File: src/rtl/simple_caculator.sv
// UART byte calculator: receives A, operator, B (8N1); replies with one 8-bit result frame.
// Latency: TX start bit begins 2 clocks after the B stop-bit mid-sample; no backpressure, E=0 ignores received bytes.
module simple_caculator #(
    parameter int CLK_FREQ = 50000000,
    parameter int BAUD     = 9600
) (
    input  logic CLK,
    input  logic RST,
    input  logic E,
    input  logic RX,
    output logic TX
);
    localparam int BAUD_DIV = CLK_FREQ / BAUD;
    localparam int HALF     = BAUD_DIV / 2;
    localparam int CW       = $clog2(BAUD_DIV + 1);
    localparam logic [CW-1:0] DIV_LAST  = CW'(BAUD_DIV - 1);
    localparam logic [CW-1:0] HALF_LAST = CW'(HALF - 1);

    localparam logic [7:0] OP_ADD = 8'h2B;
    localparam logic [7:0] OP_SUB = 8'h2D;
    localparam logic [7:0] OP_MUL = 8'h78;
    localparam logic [7:0] OP_DIV = 8'h2F;

    typedef enum logic [2:0] {WAIT_A, WAIT_OP, WAIT_B, CALC, SEND} state_t;

    logic          rx_s1, rx_s2, rx_prev;
    logic          rx_busy;
    logic [CW-1:0] rx_cnt;
    logic [3:0]    rx_bit;
    logic [7:0]    rx_shift;
    logic          byte_vld;
    logic [7:0]    byte_dat;
    logic          rx_fall, rx_tick;

    logic          tx_busy;
    logic [CW-1:0] tx_cnt;
    logic [3:0]    tx_bit;
    logic          tx_tick, tx_done, tx_start;

    state_t        state, next_state;
    logic [7:0]    a_reg, b_reg, op_reg, res_reg, calc_res;
    logic          a_pend, op_ok;

    assign rx_fall = rx_prev & ~rx_s2;
    // Start bit is sampled half a bit in; every later bit one full bit after the previous sample.
    assign rx_tick = rx_busy && (rx_bit == 4'd0 ? (rx_cnt == HALF_LAST) : (rx_cnt == DIV_LAST));

    always_ff @(posedge CLK) begin
        if (RST) begin
            rx_s1    <= 1'b1;
            rx_s2    <= 1'b1;
            rx_prev  <= 1'b1;
            rx_busy  <= 1'b0;
            rx_cnt   <= '0;
            rx_bit   <= '0;
            rx_shift <= '0;
            byte_vld <= 1'b0;
            byte_dat <= '0;
        end else begin
            rx_s1    <= RX;
            rx_s2    <= rx_s1;
            rx_prev  <= rx_s2;
            byte_vld <= 1'b0;
            if (!rx_busy) begin
                if (rx_fall) begin
                    rx_busy <= 1'b1;
                    rx_cnt  <= '0;
                    rx_bit  <= '0;
                end
            end else if (rx_tick) begin
                rx_cnt <= '0;
                if (rx_bit == 4'd0) begin
                    if (rx_s2) rx_busy <= 1'b0;
                    else       rx_bit  <= 4'd1;
                end else if (rx_bit <= 4'd8) begin
                    rx_shift <= {rx_s2, rx_shift[7:1]};
                    rx_bit   <= rx_bit + 4'd1;
                end else begin
                    rx_busy <= 1'b0;
                    if (rx_s2) begin
                        byte_vld <= 1'b1;
                        byte_dat <= rx_shift;
                    end
                end
            end else begin
                rx_cnt <= rx_cnt + 1'b1;
            end
        end
    end

    assign tx_start = (state == CALC) && E;
    assign tx_tick  = tx_busy && (tx_cnt == DIV_LAST);
    assign tx_done  = tx_tick && (tx_bit == 4'd9);

    // Data bits are read straight from res_reg, which is loaded on the same edge the frame starts.
    always_ff @(posedge CLK) begin
        if (RST) begin
            tx_busy <= 1'b0;
            tx_cnt  <= '0;
            tx_bit  <= '0;
            TX      <= 1'b1;
        end else if (tx_start) begin
            tx_busy <= 1'b1;
            tx_cnt  <= '0;
            tx_bit  <= '0;
            TX      <= 1'b0;
        end else if (tx_busy) begin
            if (tx_tick) begin
                tx_cnt <= '0;
                if (tx_bit == 4'd9) begin
                    tx_busy <= 1'b0;
                    TX      <= 1'b1;
                end else begin
                    tx_bit <= tx_bit + 4'd1;
                    TX     <= (tx_bit == 4'd8) ? 1'b1 : res_reg[tx_bit[2:0]];
                end
            end else begin
                tx_cnt <= tx_cnt + 1'b1;
            end
        end else begin
            TX <= 1'b1;
        end
    end

    assign op_ok = (byte_dat == OP_ADD) || (byte_dat == OP_SUB) ||
                   (byte_dat == OP_MUL) || (byte_dat == OP_DIV);

    always_comb begin
        calc_res = 8'h00;
        unique case (op_reg)
            OP_ADD:  calc_res = a_reg + b_reg;
            OP_SUB:  calc_res = a_reg - b_reg;
            OP_MUL:  calc_res = a_reg * b_reg;
            OP_DIV:  calc_res = (b_reg == 8'h00) ? 8'hFF : a_reg / b_reg;
            default: calc_res = 8'h00;
        endcase
    end

    always_comb begin
        next_state = state;
        if (E) begin
            unique case (state)
                WAIT_A:  if (byte_vld) next_state = WAIT_OP;
                WAIT_OP: if (byte_vld) next_state = op_ok ? WAIT_B : WAIT_A;
                WAIT_B:  if (byte_vld) next_state = CALC;
                CALC:    next_state = SEND;
                SEND:    if (tx_done || !tx_busy)
                             next_state = (a_pend || byte_vld) ? WAIT_OP : WAIT_A;
                default: next_state = WAIT_A;
            endcase
        end
    end

    always_ff @(posedge CLK) begin
        if (RST) begin
            state   <= WAIT_A;
            a_reg   <= '0;
            b_reg   <= '0;
            op_reg  <= '0;
            res_reg <= '0;
            a_pend  <= 1'b0;
        end else begin
            state <= next_state;
            if (E) begin
                unique case (state)
                    WAIT_A:  if (byte_vld) a_reg  <= byte_dat;
                    WAIT_OP: if (byte_vld) op_reg <= byte_dat;
                    WAIT_B:  if (byte_vld) b_reg  <= byte_dat;
                    CALC:    res_reg <= calc_res;
                    SEND: begin
                        if (byte_vld) begin
                            a_reg  <= byte_dat;
                            a_pend <= 1'b1;
                        end
                        if (next_state != SEND) a_pend <= 1'b0;
                    end
                    default: ;
                endcase
            end
        end
    end
endmodule

File: config.mk
export PLATFORM = sky130hd
export DESIGN_NAME = simple_caculator
export DESIGN_NICKNAME = d
export VERILOG_FILES = /design/src/rtl/simple_caculator.sv
export SDC_FILE = /design/constraint.sdc
export NUM_CORES = 1
export LEC_CHECK = 0
export CAP_MARGIN = 10
export CELL_PAD_IN_SITES_DETAIL_PLACEMENT = 1
export CELL_PAD_IN_SITES_GLOBAL_PLACEMENT = 1
export CORE_MARGIN = 2
export CORE_UTILIZATION = 45
export DETAILED_ROUTE_END_ITERATION = 8
export DONT_BUFFER_PORTS = 1
export GPL_TIMING_DRIVEN = 0
export PLACE_DENSITY_LB_ADDON = 0.1
export REMOVE_ABC_BUFFERS = 1
export SYNTH_ARGS = -nofsm -noshare
export SYNTH_HDL_FRONTEND = slang
export SYNTH_SLANG_ARGS = --single-unit
File: constraint.sdc
create_clock -name CLK -period 10.5 [get_ports CLK]
set_input_delay 0.525 -clock CLK [delete_from_list [all_inputs] [get_ports CLK]]
set_output_delay 0.525 -clock CLK [all_outputs]
set_load 0.005 [all_outputs]
# Word-level counts from Yosys, hierarchy flattened
# Cells that the tools add are included.
[totals] input_bits=4 out_inout_bits=1 elab_cells=126 register_bits=93
[classes] div_mod_pow=1 n_eq_ne=22 reduce_logical=27 addsub=6 magnitude_cmp=2 n_mux=41 bitwise_logic=7 multipliers=1
[op_table] cell="$mux 13" n=4
[op_table] cell="$eq 8x6->1 const B" n=6
[op_table] cell="$pmux 8 s4" n=1
[op_table] cell="$add 13x1->13 const B" n=2
[op_table] cell="$eq 13x13->1 const B" n=2
[op_table] cell="$mux 4" n=6
[op_table] cell="$mux 1" n=21
[op_table] cell="$eq 8x7->1 const B" n=2
[op_table] cell="$mux 3" n=5
[op_table] cell="$pmux 3 s5" n=1
[op_table] cell="$reduce_and 3->1" n=5
[op_table] cell="$eq 13x12->1 const B" n=1
[op_table] cell="$add 4x1->4 const B" n=2
[op_table] cell="$add 8x8->8" n=1
[op_table] cell="$div 8x8->8" n=1
[op_table] cell="$eq 4x4->1 const B" n=2
[op_table] cell="$logic_not 8->1" n=1
[op_table] cell="$mul 8x8->8" n=1
[op_table] cell="$mux 8" n=1
[op_table] cell="$reduce_and 4->1" n=2
[op_table] cell="$sub 8x8->8" n=1
[op_table] cell="$eq 3x2->1 const B" n=2
[op_table] cell="$ne 3x1->1 const B" n=2
[op_table] cell="$ne 3x3->1 const B" n=2
[op_table] cell="other kinds (19)" n=33

# Depth between registers and ports, before layout
# Gate-level depths: netlist (run 1).
[logic_depth] depth_word=11 mapped_depth=50 ltp_nobuf=49

# Worst setup path after synthesis (run 1)
# Ideal clock, no wire load.
[synth_path] path_type="reg-to-reg" start="reg b_reg[4]" end="reg res_reg[0]" path_slack_ns=0.491 path_buffers=2 required_ns=10.367 stages_incl_launch_ff=46 setup_time_ns=0.133 arrival_ns=9.876 period_less_slack_ns=10.009 path_cell_list="dfxtp_1 clkbuf_1 nor4_1 and3_1 nor2_1 ha_1 nor4b_1 o21ai_0 and2_1 ha_1 and4b_1 a21oi_1 a21oi_1 mux2i_1 inv_1 ha_1 a21oi_1 a21boi_0 (+10 left out) ha_1 o21a_1 o221ai_1 a21oi_1 mux2_2 ha_1 o21a_1 nor2_1 o31ai_1 nand2_1 a21oi_1 mux2_2 ha_1 or4_1 a21oi_1 o311a_1 o21a_1 o21ai_0"
[synth_via] elab_chain_len=3 word_cells_on_any_way=4 classes_between="div (1); mux (2); reduce/logical (1)"
[synth_rtl] item="from (decl)" line_no="41" rtl="logic [7:0] a_reg, b_reg, op_reg, res_reg, calc_res;"
[synth_rtl] item="from (signal assigned)" line_no="168" rtl="WAIT_B: if (byte_vld) b_reg <= byte_dat;"
[synth_rtl] item="$div 8x8->8 / $logic_not 8->1 (equally long branches)" line_no="134" rtl="OP_DIV: calc_res = (b_reg == 8'h00) ? 8'hFF : a_reg / b_reg;"
[synth_rtl] item="$mux 8 *" line_no="134"
[synth_rtl] item="$pmux 8 s4 *" line_no="130" rtl="unique case (op_reg)"
[synth_rtl] item="to (signal assigned)" line_no="169" rtl="CALC: res_reg <= calc_res;"
[synth_rtl] item="to (decl)" line_no="41"
# Mark *: on every way between the ends. The rest lies on a longest branch, timed or not.
# A chain may end at the register's enable or synchronous reset.

# Worst setup path in the final report (run 1)
[layout_path] start="reg b_reg[0]" end="reg res_reg[0]"
[layout_via] elab_chain_len=3 word_cells_on_any_way=7 classes_between="add/sub (2); mul (1); div (1); mux (2); reduce/logical (1)"
[layout_rtl] item="$div 8x8->8 / $logic_not 8->1 (equally long branches)" line_no="134"
[layout_rtl] item="$mux 8" line_no="134"
[layout_rtl] item="$pmux 8 s4 *" line_no="130"
# Marks and branches as above.

==> metrics.yaml, run 1 <==
drc_errors: 0
overflow: 0
path_class: "flip-flop to flip-flop"
areaGrowthSynthToFinish_pct: 10.8
worstSkewPairLatency_ps: 340
diodes: 0
drive_gt1_share_pct: 9.97
drt_wl_total_um: 19400
io_pins: 5
globalplace.congestion: 0.874
initial_core_util_pct: 46.0
rows: 45
antenna_found_initial: 0
port_buffers: 0
mappedNetlistArea_um2: 6970
cp.depth: 46
hp-class: "input port to flip-flop"
dp_slack_ps: -2420
mostFrequentLayoutCells: "nor2_1 (111), dfxtp_1 (89), nand2_1 (72)"
slew_headroom_pct: 38.7
core_um2: 15100
async_reset_ff_share_pct: 0
peakVddDrop_v: 0.0000802
arrival_ps: 10350
timing.final.crit_share_pct: 96.5
numCtsBuffers: 9
path_clk_slew_ps: 70
synth_edf_count: 0
netlist_instances: 851
hold_viol_final: 0
synthFlopType: "dfxtp_1"
cts.htree.levels: 3
place_hpwl_um: 14000
die_y_um: 128
top_regs: "rx_cnt: 13 flops, tx_cnt: 13 flops"
slowest_stage: "or4_1"
finalCriticalPeriod_ps: 10140
p_leak_uw: 0.00330
crit_required_ps: 10710
avgSynthCellArea_um2: 8.19
cp-start-kind: "flip-flop"
rr_worst_depth: 46
ys_types: 63
max_freq_mhz: 98.7
status: "completed"
fin_tns_setup_ps: 0
dr.pass1.iters: 4
cts.sinks: 93
yosysWarnings: 0
die_w_um: 128
setup_ws_ps: 364
critPathMaxStageDelay_ps: 500
cts_tree: "built"
cp_max_fo: 8
routedWlPerCell_um: 18.4
worst_pin_slew_ps: 916
crit_family: "compound AO/OA/AOI/OAI gates"
ant_nets: 0
crit_top_cell: "ha_1"
layout_commonest_cell: "nor2_1"
worst-path-buf-inv: 4
drtIter0Drc: 231
vias_per_cell: 5.82
fp.dieArea_um2: 16500
worst_hold_path.num_cells: 1
setup_viol: 0
worst_setup_path_end_kind: "flip-flop"
slew_violations: 0
grtUsageTotal_pct: 24.4
first_global_vias: 6511
skew_ps: 9.30
finalNetCount: 946
cts_buffer_depth: 2
grt_pass1_wl_um: 32400
synth-seq-cells: 93
grt_max_degree: 64
pwr_density_cell_nw_per_um2: 90.2
num_vias: 6117
seq_area_frac_synth_pct: 26.7
cts-root-buf: "clkbuf_16"
drv_cap: 0
[final timing paths]
path,end,start,slack [ps]
max,res_reg[0]$_SDFFE_PP0P_,b_reg[0]$_SDFFE_PP0P_,360
min,rx_shift[0]$_SDFFE_PP0P_,RST,260
max reg2reg,res_reg[0]$_SDFFE_PP0P_,b_reg[0]$_SDFFE_PP0P_,360
min reg2reg,rx_s2$_SDFF_PP1_,rx_s1$_SDFF_PP1_,420
[final cells by class]
cell class / count / area (um^2)
repair buffers: 27 / 203
multi-input cells: 674 / 4910
flip-flops and latches: 93 / 1870
clock inverters: 5 / 57.6
fillers: 1818 / 7430
clock buffers: 11 / 233
well taps: 188 / 235
inverters: 53 / 206
[layer usage]
| metal | vias up | track usage (%) | wire length [um] |
|---|---|---|---|
| li1 | 2987 | - | - |
| met1 | 3017 | 30.4 | 8660 |
| met2 | 79 | 44.3 | 9790 |
| met3 | 34 | 2.54 | 475 |
| met4 | 0 | 7.82 | 431 |
| met5 | - | 0 | 0 |
[synth_stat cells (all sizes together), types with 18 or more instances]
cell type,number,area [um^2]
nor2,113,427
xnor2,33,289
xor2,18,158
a21oi,57,285
o21a,18,135
dfxtp,93,1860
clkbuf,29,109
ha,71,888
mux2i,34,340
o21ai,45,225
nand2,73,274
inv,53,199
[through the flow]
stage	util [%]	power, uW	hold slack [ps]	std cells	area (um^2)
after floorplan	-	380	389	820	6840
after global placement	46.7	385	401	1008	7080
after detailed placement	46.7	386	403	1008	7080
after CTS	49.5	707	245	1031	7500
after global routing	51.0	721	245	1051	7720
final	51.0	696	263	1051	7720
[cells by family after synthesis]
family / Yosys count / synth area share, %
AND/OR/NAND/NOR: 314 / 22.3
AO/OA/AOI/OAI: 180 / 16.1
flip-flops: 93 / 26.7
buffers and inverters: 84 / 4.65
adder cells (fa/ha/maj): 84 / 16.5
XOR/XNOR: 53 / 7.06
multiplexers: 43 / 6.72
[power by group]
group / internal, uW / switching, uW / leakage, uW
Clock: 186 / 133 / 0.000144
Combinational: 6.49 / 11.4 / 0.00240
Sequential: 355 / 4.67 / 0.000752
Total: 547 / 149 / 0.00330
[what timing repair did]
action                                  CTS  global route
hold buffers                              0             0
gates resized for setup                  17            21
setup buffers                             7            20
cloned                                    0             0
endpoints found under the setup margin    2             1
pin swaps                                 5            11
Note: power is estimated with default switching activity, not from simulation.
==> inputs of run 2 (changes only) <==
--- a/config.mk
+++ b/config.mk
@@ -13,6 +13,7 @@
 export DETAILED_ROUTE_END_ITERATION = 8
 export DONT_BUFFER_PORTS = 1
 export GPL_TIMING_DRIVEN = 0
+export MAX_ROUTING_LAYER = met4
 export PLACE_DENSITY_LB_ADDON = 0.1
 export REMOVE_ABC_BUFFERS = 1
 export SYNTH_ARGS = -nofsm -noshare
==> metrics.yaml, run 2 (synthesis gave the netlist of run 1 again) <==
slew_headroom_pct: 39.3
cts-root-buf: "clkbuf_16"
drt_wl_total_um: 19400
drive_gt1_share_pct: 9.97
finalNetCount: 946
dr.pass1.iters: 4
path_clk_slew_ps: 70
grtUsageTotal_pct: 25.1
grt_max_degree: 64
slew_violations: 0
mostFrequentLayoutCells: "nor2_1 (111), dfxtp_1 (89), nand2_1 (72)"
finalCriticalPeriod_ps: 10110
ant_nets: 0
antenna_found_initial: 0
first_global_vias: 6500
rows: 45
grt_pass1_wl_um: 32300
cp-start-kind: "flip-flop"
final_cell_area_um2: 7720
regArea_um2: 1870
path_class: "flip-flop to flip-flop"
worst_setup_path_end_kind: "flip-flop"
skew_ps: 9.75
drc_errors: 0
hp-class: "input port to flip-flop"
place_hpwl_um: 14000
multiInputGateArea_um2: 4910
peakVddDrop_v: 0.0000815
fp.dieArea_um2: 16500
cts.sinks: 93
routedWlPerCell_um: 18.4
crit_top_cell: "ha_1"
die_w_um: 128
globalplace.congestion: 0.888
setup_ws_ps: 388
slowest_stage: "or4_1"
areaGrowthSynthToFinish_pct: 10.8
diodes: 0
crit_family: "compound AO/OA/AOI/OAI gates"
overflow: 0
cts_tree: "built"
io_pins: 5
num_vias: 6108
drv_cap: 0
vias_per_cell: 5.81
status: "completed"
layout_commonest_cell: "nor2_1"
initial_core_util_pct: 46.0
p_total_uw: 698
dp_slack_ps: -2420
postCtsHoldBufs: 0
max_freq_mhz: 98.9
arrival_ps: 10330
numCtsBuffers: 9
p_leak_uw: 0.00330
timing.final.crit_share_pct: 96.3
crit_required_ps: 10710
pwr_density_cell_nw_per_um2: 90.4
worst_pin_slew_ps: 906
top_regs: "rx_cnt: 13 flops, tx_cnt: 13 flops"
worstSkewPairLatency_ps: 340
whs_ps: 259
drtIter0Drc: 242
cts.htree.levels: 3
port_buffers: 0
post_dp_cell_area_um2: 7080
cts_buffer_depth: 2
worst-path-buf-inv: 4
fin_tns_setup_ps: 0
fillers: 1818
critPathMaxStageDelay_ps: 500
die_y_um: 128
core_um2: 15100
setup_viol: 0
cp_max_fo: 8
hold_viol_final: 0
## run 2: cell counts in the layout (fill, tap and decap cells not counted)
Identical to the previous run, type by type.
## run 2: worst reg2reg max path: cells and delay by family (launching register included)
family,cells,cell delay (ps)
simple gates,11,2690
fa+ha+maj,8,2090
buf+inv,4,490
flops,1,420
mux,2,670
compound gates,21,3620
## run 2: power by group
part	switching (uW)	total [uW]	internal (uW)
Combinational	11.5	18.0	6.49
Clock	134	320	186
Sequential	4.58	360	355
## run 2: cell type report
cell class	instances	area share [%]
clock buffers	11	3.02
clock inverters	5	0.746
inverters	53	2.68
multi-input cells	674	63.7
flip-flops and latches	93	24.2
well taps	188	3.05
repair buffers	27	2.63
## run 2: metal layers
metal / up-vias / GRT usage (%) / wire [um]
met5: - / - / 0
met4: 0 / 7.63 / 461
met3: 39 / 2.41 / 540
met2: 91 / 44.4 / 9800
met1: 2992 / 30.4 / 8590
li1: 2986 / - / -
## run 2: worst paths after layout
kind	start	endpoint	slack, ps	depth (start not counted)
min	RST	rx_shift[0]$_SDFFE_PP0P_	260	1
max reg2reg	b_reg[0]$_SDFFE_PP0P_	res_reg[0]$_SDFFE_PP0P_	390	46
max	b_reg[0]$_SDFFE_PP0P_	res_reg[0]$_SDFFE_PP0P_	390	46
min reg2reg	rx_s1$_SDFF_PP1_	rx_s2$_SDFF_PP1_	420	1
## run 2: timing repair
item,4_1_cts,5_1_grt
pin swaps,5,11
setup buffers,7,20
gates resized for setup,17,21
endpoints found under the setup margin,2,1
## run 2: per-stage QoR
stage | cells | utilization, %
after floorplan | 820 | -
after global placement | 1008 | 46.7
after detailed placement | 1008 | 46.7
after CTS | 1031 | 49.5
after global routing | 1051 | 51.0
final | 1051 | 51.0
==> inputs of run 3 (changes only) <==
--- a/config.mk
+++ b/config.mk
@@ -9,13 +9,14 @@
 export CELL_PAD_IN_SITES_DETAIL_PLACEMENT = 1
 export CELL_PAD_IN_SITES_GLOBAL_PLACEMENT = 1
 export CORE_MARGIN = 2
-export CORE_UTILIZATION = 45
+export CORE_UTILIZATION = 50
 export DETAILED_ROUTE_END_ITERATION = 8
 export DONT_BUFFER_PORTS = 1
 export GPL_TIMING_DRIVEN = 0
 export MAX_ROUTING_LAYER = met4
 export PLACE_DENSITY_LB_ADDON = 0.1
 export REMOVE_ABC_BUFFERS = 1
+export SLEW_MARGIN = 30
 export SYNTH_ARGS = -nofsm -noshare
 export SYNTH_HDL_FRONTEND = slang
 export SYNTH_SLANG_ARGS = --single-unit
==> constraint.sdc (replaced) <==
create_clock -name CLK -period 11.5 [get_ports CLK]
set_input_delay 0.575 -clock CLK [delete_from_list [all_inputs] [get_ports CLK]]
set_output_delay 0.575 -clock CLK [all_outputs]
set_load 0.005 [all_outputs]
==> metrics.yaml, run 3 (synthesis gave the netlist of run 1 again) <==
status: "completed"
worst_setup_path_end_kind: "flip-flop"
slowest_stage: "or4_1"
cts_buffer_depth: 2
whs_ps: 308
finalNetCount: 927
peakVddDrop_v: 0.000100
postCtsHoldBufs: 0
crit_required_ps: 11710
drc_errors: 0
slew_violations: 0
fp.dieArea_um2: 14900
worst_pin_slew_ps: 971
arrival_ps: 11010
drive_gt1_share_pct: 5.81
vias_per_cell: 5.85
globalplace.congestion: 0.868
finalCriticalPeriod_ps: 10810
overflow: 0
grtUsageTotal_pct: 27.4
worstHoldStart: "RST"
pwr_density_cell_nw_per_um2: 85.1
timing.rr.start: "b_reg[4]$_SDFFE_PP0P_"
num_vias: 5987
cp-start-kind: "flip-flop"
areaGrowthSynthToFinish_pct: 7.40
max_freq_mhz: 92.5
antenna_found_initial: 0
routedWlPerCell_um: 18.3
startpoint: "b_reg[4]$_SDFFE_PP0P_"
die_w_um: 122
grt_setup_unrepaired: "false"
crit_top_cell: "ha_1"
ant_nets: 0
final_cell_area_um2: 7480
initial_core_util_pct: 50.8
drtIter0Drc: 236
drv_cap: 0
first_global_vias: 6293
mostFrequentLayoutCells: "nor2_1 (112), dfxtp_1 (92), nand2_1 (73)"
timing.final.crit_share_pct: 94.0
hold_viol_final: 0
io_pins: 5
dpl.cell_count: 1000
cts.htree.levels: 3
cts.sinks: 93
diodes: 0
skew_ps: 7.69
port_buffers: 0
dr.pass1.iters: 4
place_hpwl_um: 13900
slew_headroom_pct: 35.2
fin_cells: 1024
layout_commonest_cell: "nor2_1"
rows: 43
core_um2: 13700
grt_pass1_wl_um: 31600
cp_max_fo: 9
numCtsBuffers: 9
fillers: 1650
worstSkewPairLatency_ps: 340
hp-class: "input port to flip-flop"
path_class: "flip-flop to flip-flop"
cts-root-buf: "clkbuf_16"
top_regs: "rx_cnt: 13 flops, tx_cnt: 13 flops"
critPathMaxStageDelay_ps: 510
grt_max_degree: 64
post_dp_cell_area_um2: 7070
p_leak_uw: 0.00319
drt_wl_total_um: 18700
setup_viol: 0
cts_tree: "built"
die_y_um: 122
path_clk_slew_ps: 70
==> run 3: worst paths after layout <==
path	slack (ps)	depth (start not counted)	to
hold / removal	310	1	b_reg[0]$_SDFFE_PP0P_
setup / recovery	690	47	res_reg[0]$_SDFFE_PP0P_
hold reg to reg	410	1	rx_s2$_SDFF_PP1_
setup reg to reg	690	47	res_reg[0]$_SDFFE_PP0P_
==> run 3: what timing repair did <==
item | CTS | global route
pin swaps | 0 | 2
gates cloned | 0 | 0
buffers inserted | 0 | 8
endpoints found under the hold margin | 0 | 0
gates resized for setup | 6 | 6
setup endpoints to repair | 1 | 1
==> run 3: per-stage QoR <==
step	util, %	setup slack, ps	TNS, ps	power (uW)
global route	54.5	55.7	0	659
CTS	53.8	115	0	644
finish	54.5	692	0	637
floorplan	-	1230	0	347
detailed placement	51.5	-998	-998	352
global placement	51.5	-932	-932	351
==> run 3: layer usage <==
layer | share of wire (%) | GRT usage [%] | up-vias
met4 | 1.8 | 7.69 | 0
met1 | 45 | 33.0 | 2963
met2 | 51 | 48.8 | 63
li1 | - | - | 2938
met3 | 1.7 | 2.34 | 23
met5 | 0 | - | -
==> run 3: cell type report <==
cell class                 count  area (um^2)  share of cell area [%]
clock inverter                 5         58.8                   0.786
sequential                    93         1870                    24.9
multi-input combinational    674         4840                    64.7
timing repair buffer           8         60.1                   0.803
tap                          180          225                    3.01
inverter                      53          203                    2.71
clock buffer                  11          233                    3.11
==> run 3: worst max-delay path: cells and delay by family, from the launching register on <==
kind / cells / cell delay, ps
buf+inv: 4 / 470
flops: 1 / 420
fa+ha+maj: 7 / 1930
compound gates: 20 / 3790
simple gates: 14 / 3400
mux: 2 / 690
==> run 3: power by group <==
group / total, uW / leakage [uW] / switching (uW) / internal [uW]
clock: 291 / 0.000136 / 122 / 169
combinational: 16.8 / 0.00231 / 10.8 / 5.90
sequential: 329 / 0.000751 / 4.54 / 324
